### src/rtl/spi_txn_arbiter_if.sv
// Request/response and SPI-engine signal bundle for spi_txn_arbiter.
// The slave modport is the arbiter's view; master is the requester/engine view.
interface spi_txn_arbiter_if;
    logic [1:0]  req_valid;
    logic [1:0]  req_ready;
    logic [7:0]  req0_cmd;
    logic [7:0]  req1_cmd;
    logic [23:0] req0_addr;
    logic [23:0] req1_addr;
    logic [31:0] req0_data;
    logic [31:0] req1_data;
    logic [1:0]  rsp_valid;
    logic [31:0] rsp_data;
    logic [1:0]  rsp_err;
    logic        spi_start;
    logic        we;
    logic [7:0]  spi_cmd;
    logic [23:0] spi_addr;
    logic [31:0] spi_data;
    logic        data_end;
    logic        crc_ok;
    logic [31:0] spi_resp;

    modport slave (
        input  req_valid, req0_cmd, req1_cmd, req0_addr, req1_addr,
        input  req0_data, req1_data, data_end, crc_ok, spi_resp,
        output req_ready, rsp_valid, rsp_data, rsp_err,
        output spi_start, we, spi_cmd, spi_addr, spi_data
    );

    modport master (
        output req_valid, req0_cmd, req1_cmd, req0_addr, req1_addr,
        output req0_data, req1_data, data_end, crc_ok, spi_resp,
        input  req_ready, rsp_valid, rsp_data, rsp_err,
        input  spi_start, we, spi_cmd, spi_addr, spi_data
    );
endinterface

### src/rtl/spi_txn_arbiter.sv
// Two-requester round-robin arbiter in front of an SPI transaction engine,
// with CRC-driven retry, completion timeout and per-owner response strobes.
module spi_txn_arbiter #(
    parameter int unsigned MAX_RETRY = 2,
    parameter int unsigned TIMEOUT   = 1024
) (
    input  logic             clk,
    input  logic             rst,
    spi_txn_arbiter_if.slave arb_if
);

    typedef enum logic [2:0] {
        ST_IDLE  = 3'd0,
        ST_ISSUE = 3'd1,
        ST_WAIT  = 3'd2,
        ST_CHECK = 3'd3,
        ST_RESP  = 3'd4
    } state_e;

    localparam logic [2:0]  MAX_RETRY_W = 3'(MAX_RETRY);
    localparam logic [16:0] TIMEOUT_W   = 17'(TIMEOUT);

    state_e      state_q;
    logic        rr_q;
    logic        owner_q;
    logic [2:0]  retry_q;
    logic [15:0] wait_cnt_q;
    logic        data_end_q;
    logic        crc_q;
    logic [31:0] resp_q;
    logic [7:0]  cmd_q;
    logic [23:0] addr_q;
    logic [31:0] data_q;
    logic        spi_start_q;
    logic [1:0]  rsp_valid_q;
    logic [31:0] rsp_data_q;
    logic [1:0]  rsp_err_q;

    logic [1:0]  grant_d;
    logic        done_d;
    logic        expire_d;

    // Round-robin grant, offered only while idle and out of reset.
    always_comb begin
        grant_d = 2'b00;
        if (state_q == ST_IDLE && !rst) begin
            case (arb_if.req_valid)
                2'b01:   grant_d = 2'b01;
                2'b10:   grant_d = 2'b10;
                2'b11:   grant_d = rr_q ? 2'b10 : 2'b01;
                default: grant_d = 2'b00;
            endcase
        end else begin
            grant_d = 2'b00;
        end
    end

    // Completion is a rising edge of data_end seen while waiting; a level already high does not count.
    always_comb begin
        done_d   = (state_q == ST_WAIT) && arb_if.data_end && !data_end_q;
        expire_d = (({1'b0, wait_cnt_q} + 17'd1) >= TIMEOUT_W);
    end

    // Transaction FSM with all outputs registered.
    always_ff @(posedge clk) begin
        if (rst) begin
            state_q     <= ST_IDLE;
            rr_q        <= 1'b0;
            owner_q     <= 1'b0;
            retry_q     <= 3'd0;
            wait_cnt_q  <= 16'd0;
            data_end_q  <= 1'b0;
            crc_q       <= 1'b0;
            resp_q      <= 32'd0;
            cmd_q       <= 8'd0;
            addr_q      <= 24'd0;
            data_q      <= 32'd0;
            spi_start_q <= 1'b0;
            rsp_valid_q <= 2'b00;
            rsp_data_q  <= 32'd0;
            rsp_err_q   <= 2'b00;
        end else begin
            data_end_q  <= arb_if.data_end;
            spi_start_q <= 1'b0;
            rsp_valid_q <= 2'b00;
            case (state_q)
                ST_IDLE: begin
                    if (grant_d != 2'b00) begin
                        owner_q     <= grant_d[1];
                        rr_q        <= ~grant_d[1];
                        cmd_q       <= grant_d[1] ? arb_if.req1_cmd  : arb_if.req0_cmd;
                        addr_q      <= grant_d[1] ? arb_if.req1_addr : arb_if.req0_addr;
                        data_q      <= grant_d[1] ? arb_if.req1_data : arb_if.req0_data;
                        retry_q     <= 3'd0;
                        spi_start_q <= 1'b1;
                        state_q     <= ST_ISSUE;
                    end
                end
                ST_ISSUE: begin
                    wait_cnt_q <= 16'd0;
                    state_q    <= ST_WAIT;
                end
                ST_WAIT: begin
                    if (done_d) begin
                        resp_q  <= arb_if.spi_resp;
                        crc_q   <= arb_if.crc_ok;
                        state_q <= ST_CHECK;
                    end else if (expire_d) begin
                        rsp_valid_q <= owner_q ? 2'b10 : 2'b01;
                        rsp_data_q  <= 32'd0;
                        rsp_err_q   <= 2'b10;
                        state_q     <= ST_RESP;
                    end else begin
                        wait_cnt_q <= wait_cnt_q + 16'd1;
                    end
                end
                ST_CHECK: begin
                    if (crc_q) begin
                        rsp_valid_q <= owner_q ? 2'b10 : 2'b01;
                        rsp_data_q  <= resp_q;
                        rsp_err_q   <= 2'b00;
                        state_q     <= ST_RESP;
                    end else if (retry_q < MAX_RETRY_W) begin
                        retry_q     <= retry_q + 3'd1;
                        spi_start_q <= 1'b1;
                        state_q     <= ST_ISSUE;
                    end else begin
                        rsp_valid_q <= owner_q ? 2'b10 : 2'b01;
                        rsp_data_q  <= resp_q;
                        rsp_err_q   <= 2'b01;
                        state_q     <= ST_RESP;
                    end
                end
                ST_RESP: begin
                    state_q <= ST_IDLE;
                end
                default: begin
                    state_q <= ST_IDLE;
                end
            endcase
        end
    end

    assign arb_if.req_ready = grant_d;
    assign arb_if.rsp_valid = rsp_valid_q;
    assign arb_if.rsp_data  = rsp_data_q;
    assign arb_if.rsp_err   = rsp_err_q;
    assign arb_if.spi_start = spi_start_q;
    assign arb_if.we        = spi_start_q;
    assign arb_if.spi_cmd   = cmd_q;
    assign arb_if.spi_addr  = addr_q;
    assign arb_if.spi_data  = data_q;

endmodule

### src/flat_wrapper.sv
// flat-port wrapper written by rule: the top's interface ports become plain ports
module spi_txn_arbiter_flat 
#(
    parameter int unsigned MAX_RETRY = 2,
    parameter int unsigned TIMEOUT   = 1024
)
  (clk, rst, arb_if_req_valid, arb_if_req0_cmd, arb_if_req1_cmd, arb_if_req0_addr, arb_if_req1_addr, arb_if_req0_data, arb_if_req1_data, arb_if_data_end, arb_if_crc_ok, arb_if_spi_resp, arb_if_req_ready, arb_if_rsp_valid, arb_if_rsp_data, arb_if_rsp_err, arb_if_spi_start, arb_if_we, arb_if_spi_cmd, arb_if_spi_addr, arb_if_spi_data);
  spi_txn_arbiter_if arb_if_i ();
  input  logic clk;
  input  logic rst;
  input wire logic [$bits(arb_if_i.req_valid)-1:0] arb_if_req_valid;
  input wire logic [$bits(arb_if_i.req0_cmd)-1:0] arb_if_req0_cmd;
  input wire logic [$bits(arb_if_i.req1_cmd)-1:0] arb_if_req1_cmd;
  input wire logic [$bits(arb_if_i.req0_addr)-1:0] arb_if_req0_addr;
  input wire logic [$bits(arb_if_i.req1_addr)-1:0] arb_if_req1_addr;
  input wire logic [$bits(arb_if_i.req0_data)-1:0] arb_if_req0_data;
  input wire logic [$bits(arb_if_i.req1_data)-1:0] arb_if_req1_data;
  input wire logic [$bits(arb_if_i.data_end)-1:0] arb_if_data_end;
  input wire logic [$bits(arb_if_i.crc_ok)-1:0] arb_if_crc_ok;
  input wire logic [$bits(arb_if_i.spi_resp)-1:0] arb_if_spi_resp;
  output wire logic [$bits(arb_if_i.req_ready)-1:0] arb_if_req_ready;
  output wire logic [$bits(arb_if_i.rsp_valid)-1:0] arb_if_rsp_valid;
  output wire logic [$bits(arb_if_i.rsp_data)-1:0] arb_if_rsp_data;
  output wire logic [$bits(arb_if_i.rsp_err)-1:0] arb_if_rsp_err;
  output wire logic [$bits(arb_if_i.spi_start)-1:0] arb_if_spi_start;
  output wire logic [$bits(arb_if_i.we)-1:0] arb_if_we;
  output wire logic [$bits(arb_if_i.spi_cmd)-1:0] arb_if_spi_cmd;
  output wire logic [$bits(arb_if_i.spi_addr)-1:0] arb_if_spi_addr;
  output wire logic [$bits(arb_if_i.spi_data)-1:0] arb_if_spi_data;
  assign arb_if_i.req_valid = arb_if_req_valid;
  assign arb_if_i.req0_cmd = arb_if_req0_cmd;
  assign arb_if_i.req1_cmd = arb_if_req1_cmd;
  assign arb_if_i.req0_addr = arb_if_req0_addr;
  assign arb_if_i.req1_addr = arb_if_req1_addr;
  assign arb_if_i.req0_data = arb_if_req0_data;
  assign arb_if_i.req1_data = arb_if_req1_data;
  assign arb_if_i.data_end = arb_if_data_end;
  assign arb_if_i.crc_ok = arb_if_crc_ok;
  assign arb_if_i.spi_resp = arb_if_spi_resp;
  assign arb_if_req_ready = arb_if_i.req_ready;
  assign arb_if_rsp_valid = arb_if_i.rsp_valid;
  assign arb_if_rsp_data = arb_if_i.rsp_data;
  assign arb_if_rsp_err = arb_if_i.rsp_err;
  assign arb_if_spi_start = arb_if_i.spi_start;
  assign arb_if_we = arb_if_i.we;
  assign arb_if_spi_cmd = arb_if_i.spi_cmd;
  assign arb_if_spi_addr = arb_if_i.spi_addr;
  assign arb_if_spi_data = arb_if_i.spi_data;
  spi_txn_arbiter #(.MAX_RETRY(MAX_RETRY), .TIMEOUT(TIMEOUT)) u_core (.clk(clk), .rst(rst), .arb_if(arb_if_i));
endmodule
### config.mk
export PLATFORM = sky130hd
export DESIGN_NAME = spi_txn_arbiter_flat
export DESIGN_NICKNAME = d
export VERILOG_FILES = /design/src/rtl/spi_txn_arbiter_if.sv /design/src/rtl/spi_txn_arbiter.sv /design/src/flat_wrapper.sv
export SDC_FILE = /design/constraint.sdc
export NUM_CORES = 1
export LEC_CHECK = 0
export CORE_MARGIN = 3
export CORE_UTILIZATION = 25
export DETAILED_ROUTE_END_ITERATION = 8
export PLACE_DENSITY_LB_ADDON = 0.1
export SYNTH_ARGS = -nofsm -noshare
export SYNTH_HDL_FRONTEND = slang
export SYNTH_SLANG_ARGS = --single-unit
### constraint.sdc
create_clock -name clk -period 5.6 [get_ports clk]
set_clock_uncertainty 0.2 [all_clocks]
set_input_delay 1.12 -clock clk [delete_from_list [all_inputs] [get_ports clk]]
set_output_delay 1.12 -clock clk [all_outputs]
set_load 0.005 [all_outputs]
Word level (Yosys, flattened, before mapping). Index checks and enable logic that the tools add are counted.

Register bits: 159. Bits of input ports: 166. Logic and storage cells: 90.

$add $sub $neg: 3. Magnitude comparators: 2. Eq/ne operators: 14. Muxes and demuxes: 39. Bitwise operators: 1. Reductions and logical operators: 16.

Operator list (count): two-way mux 32 bit (5); one-hot mux 32 bit (2 select lines) (1); two-way mux 16 bit (2); one-hot mux 16 bit (2 select lines) (1); two-way mux 24 bit (1); two-way mux 3 bit (8); two-way mux 2 bit (11); adder 16 x 1 -> 17 bit, second input constant (1); >= comparator 17 x 11 -> 1 bit, second input constant (1); adder 16 x 1 -> 16 bit, second input constant (1); one-hot mux 3 bit (4 select lines) (1); two-way mux 8 bit (1); inequality test 2 bit, second input constant (4); one-hot mux 2 bit (2 select lines) (2); AND reduction 4 bit (2); nonzero test 2 bit (4); == test 3 x 2 -> 1 bit, second input constant (2); one-hot mux 2 bit (3 select lines) (1); one-hot mux 3 bit (2 select lines) (1); AND reduction 2 bit (3); == test 2 bit, second input constant (2); inequality test 2 x 1 -> 1 bit, second input constant (2); adder 3 x 1 -> 3 bit, second input constant (1); == test 3 x 1 -> 1 bit, second input constant (1); other kinds (11) (16).

Depth between registers and ports, before layout. Gate-level depths: netlist of run 1.

Depth after elaboration: 6. Gate-level depth with buffers: 8. Mapped depth without buffers: 7.

Worst setup path before layout of run 1. Ideal clock, no wire load.

Path kind: input -> output. From: input rst. To: output arb_if_req_ready[1]. Arrival time: 1.933 ns. Setup slack: 2.347 ns. Stages: 3. Path buffers: 2. Cell sequence: clkbuf_1 nor3_2 clkbuf_1.

Cells in the longest elaborated chain, start to end: 3.

Ends and longest elaborated chain: start, declared (RTL line flat_wrapper.sv:10) `input logic rst;`; zero test 1 bit (RTL line spi_txn_arbiter.sv:46) `if (state_q == ST_IDLE && !rst) begin`; logical AND 1 bit (RTL line spi_txn_arbiter.sv:46); two-way mux 2 bit (RTL line spi_txn_arbiter.sv:46); end, declared (RTL line flat_wrapper.sv:21) `output wire logic [$bits(arb_if_i.req_ready)-1:0] arb_if_req_ready;`.

Every way passes these cells.

Final worst setup path of run 1.
From: input arb_if_req_valid[1]. To: output arb_if_req_ready[1].

Cells in the longest elaborated chain, start to end: 3.

Ends and longest elaborated chain: start, declared (RTL line flat_wrapper.sv:11) `input wire logic [$bits(arb_if_i.req_valid)-1:0] arb_if_req_valid;`; == test 2 bit / == test 2 x 1 -> 1 bit (equally long branches) (RTL line spi_txn_arbiter.sv:47) `case (arb_if.req_valid)`; one-hot mux 2 bit (3 select lines) * (RTL line spi_txn_arbiter.sv:47); two-way mux 2 bit * (RTL line spi_txn_arbiter.sv:46).

Every way passes the cells marked *; elsewhere a longest branch is shown, timed or not.

==> results of run 1 <==
-- cells in the final DEF, fill, tap and decap left out, types with 4 or more instances in the layout --
cell | synthesis | routed
sky130_fd_sc_hd__or3b_2 | 4 | 4
sky130_fd_sc_hd__a31oi_1 | 5 | 5
sky130_fd_sc_hd__nor2b_1 | 4 | 4
sky130_fd_sc_hd__nand3_1 | 5 | 5
sky130_fd_sc_hd__nor4_1 | 6 | 6
sky130_fd_sc_hd__a21oi_1 | 112 | 112
sky130_fd_sc_hd__inv_1 | 5 | 5
sky130_fd_sc_hd__clkinvlp_4 | 0 | 4
sky130_fd_sc_hd__dfxtp_1 | 159 | 159
sky130_fd_sc_hd__a22oi_1 | 65 | 65
sky130_fd_sc_hd__o21ai_0 | 4 | 4
sky130_fd_sc_hd__a22o_1 | 33 | 33
sky130_fd_sc_hd__buf_4 | 1 | 9
sky130_fd_sc_hd__nor2_1 | 13 | 12
sky130_fd_sc_hd__nand2_1 | 141 | 141
sky130_fd_sc_hd__nor3_1 | 6 | 5
sky130_fd_sc_hd__clkdlybuf4s50_1 | 0 | 268
sky130_fd_sc_hd__and3_1 | 6 | 5
sky130_fd_sc_hd__clkbuf_16 | 0 | 17
-- cells by family (layout without fill, tap and decap cells) --
logic type / count (synthesis) / in the layout / share of synthesized area
DFF: 159 / 159 / 0.533
other: 0 / 1 / 0
and+or+nand+nor: 206 / 206 / 0.160
muxes: 4 / 4 / 0.00691
AOI/OAI and AO/OA: 232 / 232 / 0.251
buffers and inverters: 59 / 313 / 0.0442
adders and majority gates: 3 / 3 / 0.00628
-- per-stage QoR --
stage | instance area, µm² | worst slack [ns]
after global placement | 8900 | 1.57
final | 9460 | 1.58
after detailed placement | 8900 | 1.55
after CTS | 9460 | 1.55
after floorplan | 5980 | 2.35
after global routing | 9460 | 1.53
-- worst max path at each step --
stage,depth (start not counted),startpoint,end
4_1_cts,4,arb_if_req_valid[1],arb_if_req_ready[1]
3_3_place_gp,4,arb_if_req_valid[1],arb_if_req_ready[1]
2_1_floorplan,3,rst,arb_if_req_ready[1]
3_5_place_dp,4,arb_if_req_valid[1],arb_if_req_ready[1]
5_1_grt,4,arb_if_req_valid[1],arb_if_req_ready[1]
6_report,4,arb_if_req_valid[1],arb_if_req_ready[1]
-- layout make-up --
class | instances | area, µm² | area share
Timing Repair Buffer | 277 | 2750 | 0.291
Inverter | 5 | 18.8 | 0.00198
Antenna cell | 1 | 2.50 | 0.000264
Tap cell | 313 | 392 | 0.0414
Sequential cell | 159 | 3180 | 0.336
Clock buffer | 18 | 429 | 0.0454
Multi-Input combinational cell | 445 | 2560 | 0.270
Clock inverter | 13 | 131 | 0.0139
-- critical path, stage by stage --
cell and delay [ns]:
sky130_fd_sc_hd__clkdlybuf4s50_1 0.52, sky130_fd_sc_hd__nand2_1 0.12, sky130_fd_sc_hd__nor3_4 0.32, sky130_fd_sc_hd__clkdlybuf4s50_1 0.62
-- routing by layer --
metal,global-route usage,up-vias
met2,0.266,182
met4,0.0430,0
li1,-,2858
met3,0.0684,16
met5,0,-
met1,0.170,2602
-- flip-flops by register name, summed over array words and instances, names as in the netlist --
name	flops
u_core.arb_if.rsp_data	32
u_core.state_q	3
u_core.arb_if.spi_start	1
u_core.arb_if.spi_addr	24
u_core.resp_q	32
u_core.rr_q	1
u_core.data_end_q	1
u_core.arb_if.rsp_err	2
u_core.arb_if.spi_data	32
u_core.arb_if.spi_cmd	8
u_core.arb_if.rsp_valid	2
u_core.wait_cnt_q	16
u_core.retry_q	3
u_core.owner_q	1
u_core.crc_q	1
-- power breakdown --
group / internal (µW) / switching (µW)
Sequential: 1190 / 33.6
Clock: 620 / 497
Combinational: 253 / 210
==> impl_summary.txt, run 1 <==
----------------------------------------------------
[CTS]
  CTS H-tree lvls ... 4
  Number of buffers inserted by hold repair at cts ... 0
  Number of buffers created by CTS ... 17
  Number of resized instances in the post-cts repair step ... 0
  Clock buffer depth ... 2
  Cell at the root of the clock tree ... sky130_fd_sc_hd__clkbuf_16
  Clock latency reported for the late side of the worst-skew pair ... 0.42 ns
  Clock tree from TritonCTS ... built
  Post-CTS clock slew at the launch and capture registers of the worst setup and hold paths ... 0.06 ns
  Postcts setup bufs ... 0
  CTS sink count ... 159

[Route]
  Met2 wirelength from detailed routing ... 10100 µm
  Per-cell routed wire length ... 16.5 µm
  Total iterations of the first detailed-routing run ... 5
  Count of routing violations after the opening detailed-route iteration ... 224
  Antenna-violating nets left ... 0
  Post-detailed-route via-to-cell ratio ... 4.60
  Highest layer used for signal routing ... met4
  Number of vias in the routed layout ... 5658
  Routed met1 length ... 8060 µm
  Met3 wire length ... 1840 µm
  Remaining DRCs ... 0
  Final WL ... 20300 µm

[Timing]
  Total negative slack ... 0 ns
  Max-slew headroom at the worst pin ... 0.315
  Portion of the clock cycle consumed by the worst path in the final layout ... 0.719
  Final setup violation count ... 0
  Final Max Slew Viols ... 0
  Final-layout worst hold slack ... 0.253 ns
  Hold Vio Cnt, Final ... 0
  Maximum clock frequency ... 0.249 GHz
  Time the worst path needs with I/O delays and setup ... 4.02 ns
  Actual slew at the worst max-slew pin ... 1.02 ns
  Unrepaired setup endpoints after global routing ... no

[Global route]
  Initial antenna violation count ... 1
  GRT Util Overall ... 0.154
  Total overflow reported by the global router ... 0
  Largest net degree at the start of global routing ... 69
  First-pass GRT wire length ... 31300 µm
  Via count of the first global-routing pass ... 5567

[Floorplanning]
  Die Span X ... 161 µm
  Number of top-level pins ... 270
  Die Area ... 0.0258 mm²
  Number of core rows ... 55
  Area of the core ... 0.0231 mm²
  Height of the die ... 161 µm
  Initial Util ... 0.259

[Synth]
  Sequential-to-total area share from yosys stat ... 0.533
  Synth Register Bits ... 159
  Post-Synthesis Net Count ... 832
  Number of enable-type register cells in the synthesized netlist ... 0
  Top cells by area, synth ... sky130_fd_sc_hd__dfxtp_1 53%, sky130_fd_sc_hd__a21oi_1 9.4%, sky130_fd_sc_hd__nand2_1 8.9%
  Share of synthesized registers carrying an async set or reset ... 0
  Area of the mapped netlist ... 0.00598 mm²
  Synth cell count leaders ... 159 x sky130_fd_sc_hd__dfxtp_1, 141 x sky130_fd_sc_hd__nand2_1, 112 x sky130_fd_sc_hd__a21oi_1
  Most frequently used cell type in the post-synthesis netlist ... sky130_fd_sc_hd__dfxtp_1
  Post-synthesis instance total ... 663
  Leading area contributor after synthesis ... sky130_fd_sc_hd__dfxtp_1
  Number of distinct library cells after synthesis ... 44
  Fraction of synthesized cell area taken by the top area cell type ... 0.533
  Most frequently used flop master after synthesis ... sky130_fd_sc_hd__dfxtp_1
  Mean instance size in the synthesized netlist ... 9.02 µm²
  Total of warnings raised by yosys ... 0

[Flow run]
  Max capacitance violation total ... 0

[Critical path]
  Worst setup slack for register-to-register paths ... 2.33 ns
  Reg2Reg Capture Point ... u_core.arb_if.rsp_data[5]
  Required time of the critical path ... 4.28 ns
  Data arrival time of the worst path ... 2.70 ns
  Sort of element at the end of the critical path ... primary output
  Critical Path Start Type ... primary input
  Critical setup path kind ... in2out
  CP max FO ... 4
  Count of cells along the worst register-to-register path ... 7
  R2R Path Start ... u_core.wait_cnt_q[0]

[Finish]
  Proportion of layout cells with a drive suffix above 1 ... 0.0632
  Area added between synthesis and finish ... 58.3%
  Nets ... 1074
  Share of the core filled with cells in the final layout ... 0.410
  Count of fill cells added during filler insertion ... 2359
  Number of cells in the finished layout apart from fillers ... 1231

[Placed design]
  Number of placed cells counting well taps ... 1199
  Final RePlAce weighted congestion ... 0.734
  Port buffer count ... 269
  Post-detail-place hpwl ... 14400 µm

[Worst hold path]
  Destination of the worst hold path ... u_core.arb_if.spi_addr[12]
  Launch instance of the worst min-delay path ... u_core.arb_if.spi_addr[12]
  Type of the tightest min-delay check ... reg2reg
  Number of cells on the worst hold path ... 2

[Power and ir drop]
  Power density over the cells ... 296 mW/mm²
  Worst voltage drop across the vdd grid ... 0.127 mV
  Total design power ... 2810 µW
  Leakage Power ... 0.00324 µW

[Run status]
  Run status ... completed

----------------------------------------------------
Note: power is estimated with default switching activity, not from simulation.
==> run 2: changes to the inputs <==
==> constraint.sdc (replaced) <==
create_clock -name clk -period 3.7 [get_ports clk]
set_clock_uncertainty 0.2 [all_clocks]
set_input_delay 0.74 -clock clk [delete_from_list [all_inputs] [get_ports clk]]
set_output_delay 0.74 -clock clk [all_outputs]
set_load 0.005 [all_outputs]
==> run 2 against run 1 <==
Net effect: first-iteration DRC count is 13% higher; utilization is 0.27 points higher; setup slack worse by 1.2 ns; power is 53% higher; critical path type is now reg2out; critical endpoint unchanged.
==> impl_summary.txt, run 2 (same netlist as run 1, synthesis figures left out) <==
----------------------------------------------------
[Finish]
  Share of the core filled with cells in the final layout ... 0.413
  Proportion of layout cells with a drive suffix above 1 ... 0.0704
  Antenna diode count ... 0
  Number of cells in the finished layout apart from fillers ... 1236
  Most common cell after layout, fill and taps aside ... sky130_fd_sc_hd__clkdlybuf4s50_1
  Leading cell types in the layout, fill and taps excluded ... 268 x sky130_fd_sc_hd__clkdlybuf4s50_1, 159 x sky130_fd_sc_hd__dfxtp_1, 141 x sky130_fd_sc_hd__nand2_1, 112 x sky130_fd_sc_hd__a21oi_1, 65 x sky130_fd_sc_hd__a22oi_1
  Area added between synthesis and finish ... 59.4%
  Final standard cell area without fillers ... 0.00953 mm²
  Nets ... 1079

[Timing]
  Final Max Slew Viols ... 0
  Max-slew headroom at the worst pin ... 0.448
  Time the worst path needs with I/O delays and setup ... 3.35 ns
  Actual slew at the worst max-slew pin ... 0.826 ns
  Total negative slack ... 0 ns
  Portion of the clock cycle consumed by the worst path in the final layout ... 0.905
  Maximum clock frequency ... 0.299 GHz
  Final setup violation count ... 0
  Hold Vio Cnt, Final ... 0
  Unrepaired setup endpoints after global routing ... no

[Global route]
  Largest net degree at the start of global routing ... 61
  Via count of the first global-routing pass ... 5710
  Total overflow reported by the global router ... 0
  First-pass GRT wire length ... 32000 µm
  Initial antenna violation count ... 0
  GRT Util Overall ... 0.156

[Route]
  Number of vias in the routed layout ... 5669
  Antenna-violating nets left ... 0
  Remaining DRCs ... 0
  Post-detailed-route via-to-cell ratio ... 4.59
  Highest layer used for signal routing ... met4
  Per-cell routed wire length ... 16.6 µm
  Routed met1 length ... 8330 µm
  Met3 wire length ... 2030 µm
  Met2 wirelength from detailed routing ... 9940 µm
  Count of routing violations after the opening detailed-route iteration ... 252
  Total iterations of the first detailed-routing run ... 4
  Final WL ... 20500 µm

[Worst hold path]
  Launch instance of the worst min-delay path ... u_core.owner_q
  Type of the tightest min-delay check ... reg2reg
  Destination of the worst hold path ... u_core.arb_if.rsp_valid[0]
  Number of cells on the worst hold path ... 1

[Critical path]
  R2R Path Start ... u_core.wait_cnt_q[0]
  Reg2Reg Capture Point ... u_core.wait_cnt_q[5]
  Worst setup slack for register-to-register paths ... 0.72 ns
  Required time of the critical path ... 2.76 ns
  Cell chain of the critical path ... nor3_1 -> nand2_1 -> nor3_4 -> clkdlybuf4s50_1
  CP max FO ... 6
  Number of buffer and inverter stages on the critical path ... 1
  Family with the most delay on the worst path ... simple AND/OR/NAND/NOR gates
  Data arrival time of the worst path ... 2.41 ns
  Count of cells along the worst register-to-register path ... 7
  Critical Path Start Type ... flop
  Critical setup path kind ... reg2out
  Slowest Stage Delay on Critical Path ... 0.58 ns
  Sort of element at the end of the critical path ... primary output
  Critical-path top delay cell ... sky130_fd_sc_hd__clkdlybuf4s50_1

[Placed design]
  Number of placed cells counting well taps ... 1204
  Total cell area at the placement stage ... 0.00895 mm²
  Final RePlAce weighted congestion ... 0.754
  Port buffer count ... 269
  Post-detail-place hpwl ... 14600 µm

[CTS]
  Number of buffers inserted by hold repair at cts ... 0
  Clock tree from TritonCTS ... built
  Post-CTS clock slew at the launch and capture registers of the worst setup and hold paths ... 0.07 ns
  Postcts setup bufs ... 0
  Number of buffers created by CTS ... 17
  Number of resized instances in the post-cts repair step ... 0
  CTS H-tree lvls ... 4
  Cell at the root of the clock tree ... sky130_fd_sc_hd__clkbuf_16
  CTS sink count ... 159
  Clock buffer depth ... 2
  Clock latency reported for the late side of the worst-skew pair ... 0.42 ns

[Flow run]
  Max capacitance violation total ... 0

[Power and ir drop]
  Sw Ratio ... 0.267
  Internal power summed over all cells ... 3140 µW
  Share of power burned in combinational logic ... 0.163
  Fraction of power consumed by the clock network ... 0.404
  Share of total power in sequential cells ... 0.433
  Power density over the cells ... 450 mW/mm²
  Total design power ... 4290 µW
  Worst voltage drop across the vdd grid ... 0.272 mV
  Leakage Power ... 0.00329 µW
  Net switching power ... 1140 µW

[Floorplanning]
  Number of core rows ... 55
  Height of the die ... 161 µm
  Number of top-level pins ... 270
  Die Area ... 0.0258 mm²
  Die Span X ... 161 µm
  Initial Util ... 0.259
  Area of the core ... 0.0231 mm²

[Run status]
  Run status ... completed

----------------------------------------------------
run 2: cell types whose count changed in the layout (fill, tap and decap cells not counted), sizes merged:
cell / previous run / this run
buf: 9 / 14
inv: 10 / 13
clkinvlp: 4 / 2
clkbuf: 18 / 17
clkinv: 3 / 4
diode: 1 / 0
run 2: worst max-delay path by stage:
stage | start | to | slack [ns] | depth (start not counted)
3_3_place_gp | arb_if_req_valid[1] | arb_if_req_ready[1] | 0.41 | 4
6_report | u_core.state_q[1] | arb_if_req_ready[1] | 0.35 | 4
5_1_grt | u_core.state_q[2] | arb_if_req_ready[1] | 0.18 | 4
4_1_cts | u_core.state_q[2] | arb_if_req_ready[1] | 0.29 | 4
2_1_floorplan | rst | arb_if_req_ready[1] | 1.21 | 3
3_5_place_dp | arb_if_req_valid[1] | arb_if_req_ready[1] | 0.39 | 4
run 2: per-stage QoR:
stage	worst slack (ns)	hold slack (ns)
after floorplan	1.21	0.216
after global placement	0.410	0.241
after detailed placement	0.390	0.238
after CTS	0.287	0.242
after global routing	0.180	0.250
final	0.351	0.236
run 2: final cells by class:
| type | count | area, µm² |
|---|---|---|
| Fill cell | 2347 | 13500 |
| Sequential cell | 159 | 3180 |
| Timing Repair Buffer | 282 | 2800 |
| Multi-Input combinational cell | 445 | 2560 |
| Clock buffer | 17 | 425 |
| Tap cell | 313 | 392 |
| Clock inverter | 15 | 150 |
| Inverter | 5 | 18.8 |
run 2: worst reg2reg max path, cell delays in order, from the launching register on:
cell	delay, ns
sky130_fd_sc_hd__dfxtp_1	0.45
sky130_fd_sc_hd__ha_1	0.27
sky130_fd_sc_hd__nand3_2	0.21
sky130_fd_sc_hd__nor4_1	0.40
sky130_fd_sc_hd__mux2i_1	0.38
sky130_fd_sc_hd__nand4_2	0.34
sky130_fd_sc_hd__or4_1	0.59
sky130_fd_sc_hd__o21ai_1	0.08
run 2: per-layer routing:
metal  vias up  global-route usage
li1       2864                   -
met1      2611               0.178
met2       183               0.263
met3        11              0.0794
met4         0              0.0323
met5         -                   0
run 2: power by group through the flow:
stage / logic, µW / clock network (µW) / registers, µW
2_1_floorplan: 281 / 0 / 1890
3_3_place_gp: 713 / 0 / 1890
3_5_place_dp: 712 / 0 / 1890
4_1_cts: 715 / 1790 / 1860
5_1_grt: 771 / 1860 / 1870
6_report: 701 / 1730 / 1860
==> run 3: changes to the inputs <==
--- a/config.mk
+++ b/config.mk
@@ -9,6 +9,7 @@
 export CORE_UTILIZATION = 25
 export DETAILED_ROUTE_END_ITERATION = 8
 export PLACE_DENSITY_LB_ADDON = 0.1
+export REMOVE_ABC_BUFFERS = 1
 export SYNTH_ARGS = -nofsm -noshare
 export SYNTH_HDL_FRONTEND = slang
 export SYNTH_SLANG_ARGS = --single-unit
==> run 3 against run 2 <==
Net effect: critical path depth unchanged; combinational power up 1%; die area stayed put; first-iteration DRC count increased by 20%; hold slack gained 0.0083 ns; largest cell class unchanged; largest power group unchanged.
==> impl_summary.txt, run 3 (same netlist as run 1, synthesis figures left out) <==
----------------------------------------------------
[Timing]
  Final setup violation count ... 0
  Portion of the clock cycle consumed by the worst path in the final layout ... 0.887
  Total negative slack ... 0 ns
  Unrepaired setup endpoints after global routing ... no
  Final Max Slew Viols ... 0
  Maximum clock frequency ... 0.305 GHz
  Hold Vio Cnt, Final ... 0
  Actual slew at the worst max-slew pin ... 0.984 ns
  Minimum setup slack in the final design ... 0.418 ns
  Max-slew headroom at the worst pin ... 0.344
  Time the worst path needs with I/O delays and setup ... 3.28 ns

[Finish]
  Nets ... 1075
  Most common cell after layout, fill and taps aside ... sky130_fd_sc_hd__clkdlybuf4s50_1
  Leading cell types in the layout, fill and taps excluded ... 268 x sky130_fd_sc_hd__clkdlybuf4s50_1, 159 x sky130_fd_sc_hd__dfxtp_1, 141 x sky130_fd_sc_hd__nand2_1, 112 x sky130_fd_sc_hd__a21oi_1, 65 x sky130_fd_sc_hd__a22oi_1
  Antenna diode count ... 0
  Area added between synthesis and finish ... 59.2%
  Number of cells in the finished layout apart from fillers ... 1232
  Count of fill cells added during filler insertion ... 2397
  Proportion of layout cells with a drive suffix above 1 ... 0.0664
  Share of the core filled with cells in the final layout ... 0.413

[Placed design]
  Post-detail-place hpwl ... 14300 µm
  Number of placed cells counting well taps ... 1200
  Final RePlAce weighted congestion ... 0.704
  Setup Slack @ Placement ... 0.484 ns
  Port buffer count ... 269

[Route]
  Final WL ... 20500 µm
  Number of vias in the routed layout ... 5622
  Antenna-violating nets left ... 0
  Total iterations of the first detailed-routing run ... 4
  Post-detailed-route via-to-cell ratio ... 4.56
  Remaining DRCs ... 0
  Count of routing violations after the opening detailed-route iteration ... 303
  Per-cell routed wire length ... 16.6 µm

[CTS]
  CTS H-tree lvls ... 4
  Cell at the root of the clock tree ... sky130_fd_sc_hd__clkbuf_16
  CTS sink count ... 159
  Number of resized instances in the post-cts repair step ... 0
  Post-CTS clock slew at the launch and capture registers of the worst setup and hold paths ... 0.07 ns
  Clock buffer depth ... 2
  Postcts setup bufs ... 0
  Clock tree from TritonCTS ... built
  Number of buffers inserted by hold repair at cts ... 0
  Number of buffers created by CTS ... 17
  Clock latency reported for the late side of the worst-skew pair ... 0.41 ns

[Floorplanning]
  Number of core rows ... 55
  Die Area ... 0.0258 mm²
  Height of the die ... 161 µm
  Area of the core ... 0.0231 mm²
  Die Span X ... 161 µm
  Initial Util ... 0.259
  Number of top-level pins ... 270

[Power and ir drop]
  Power density over the cells ... 451 mW/mm²
  Total design power ... 4290 µW
  Worst voltage drop across the vdd grid ... 0.238 mV
  Leakage Power ... 0.00327 µW

[Critical path]
  Count of cells along the worst register-to-register path ... 8
  Data arrival time of the worst path ... 2.34 ns
  Reg2Reg Capture Point ... u_core.arb_if.rsp_data[4]
  Sort of element at the end of the critical path ... primary output
  Cell chain of the critical path ... nor3_1 -> nand2_1 -> nor3_4 -> clkdlybuf4s50_1
  Number of buffer and inverter stages on the critical path ... 1
  Critical setup path kind ... reg2out
  CP max FO ... 6
  Family with the most delay on the worst path ... simple AND/OR/NAND/NOR gates
  Required time of the critical path ... 2.76 ns
  Critical-path top delay cell ... sky130_fd_sc_hd__clkdlybuf4s50_1
  Worst setup slack for register-to-register paths ... 0.80 ns
  Critical Path Start Type ... flop
  Slowest Stage Delay on Critical Path ... 0.64 ns
  R2R Path Start ... u_core.wait_cnt_q[0]

[Worst hold path]
  Destination of the worst hold path ... u_core.arb_if.rsp_valid[0]
  Number of cells on the worst hold path ... 1
  Launch instance of the worst min-delay path ... u_core.owner_q
  Type of the tightest min-delay check ... reg2reg

[Global route]
  Largest net degree at the start of global routing ... 87
  Total overflow reported by the global router ... 0
  First-pass GRT wire length ... 31600 µm
  Initial antenna violation count ... 0
  Via count of the first global-routing pass ... 5604
  GRT Util Overall ... 0.155

[Flow run]
  Max capacitance violation total ... 0

[Run status]
  Run status ... completed

----------------------------------------------------
==> run 3: cell types whose count changed in the layout (fill, tap and decap cells not counted) <==
| cell | delta |
|---|---|
| sky130_fd_sc_hd__clkinvlp_4 | -1 |
| sky130_fd_sc_hd__clkinv_4 | +1 |
| sky130_fd_sc_hd__inv_6 | -1 |
| sky130_fd_sc_hd__clkinv_8 | +4 |
| sky130_fd_sc_hd__bufinv_16 | -1 |
| sky130_fd_sc_hd__buf_4 | -4 |
| sky130_fd_sc_hd__clkinv_2 | -2 |
==> run 3: how the worst max path moves through the flow <==
stage / depth (start not counted) / startpoint / to
2_1_floorplan: 6 / u_core.state_q[2] / u_core.retry_q[0]
3_3_place_gp: 4 / arb_if_req_valid[1] / arb_if_req_ready[1]
3_5_place_dp: 4 / arb_if_req_valid[1] / arb_if_req_ready[1]
4_1_cts: 4 / u_core.state_q[2] / arb_if_req_ready[1]
5_1_grt: 4 / u_core.state_q[2] / arb_if_req_ready[1]
6_report: 4 / u_core.state_q[2] / arb_if_req_ready[1]
==> run 3: metrics by stage <==
stage	instance area, µm²	hold slack [ns]
2_1_floorplan	5730	0.213
3_3_place_gp	8920	0.236
3_5_place_dp	8920	0.235
4_1_cts	9510	0.245
5_1_grt	9510	0.251
6_report	9510	0.245
==> run 3: area by class of cell <==
class,instances,area [µm²],share of cell area
Sequential cell,159,3180,0.335
Timing Repair Buffer,278,2770,0.291
Multi-Input combinational cell,445,2560,0.269
Clock buffer,17,425,0.0447
Tap cell,313,392,0.0412
Clock inverter,15,168,0.0176
Inverter,5,18.8,0.00197
==> run 3: routing by layer <==
| layer | GRT usage | routed length [µm] | vias to the layer above |
|---|---|---|---|
| met1 | 0.200 | 9310 | 2540 |
| met2 | 0.246 | 9150 | 207 |
| met5 | 0 | 0 | - |
| met4 | 0.0367 | 216 | 0 |
| met3 | 0.0583 | 1830 | 16 |
| li1 | - | - | 2859 |
==> run 3: worst reg2reg max path: cells and delay by family (launching register included) <==
family	cells	cell delay (ns)
flip-flops	1	0.45
buffers and inverters	1	0.38
adder cells (fa/ha/maj)	1	0.27
multiplexers	1	0.37
AO/OA/AOI/OAI	2	0.37
AND/OR/NAND/NOR	3	0.82
==> run 3: where the power goes <==
group	switching (µW)	total, µW	internal [µW]
Clock	816	1720	907
Sequential	51.3	1850	1800
Combinational	324	710	386
Total	1190	4290	3100
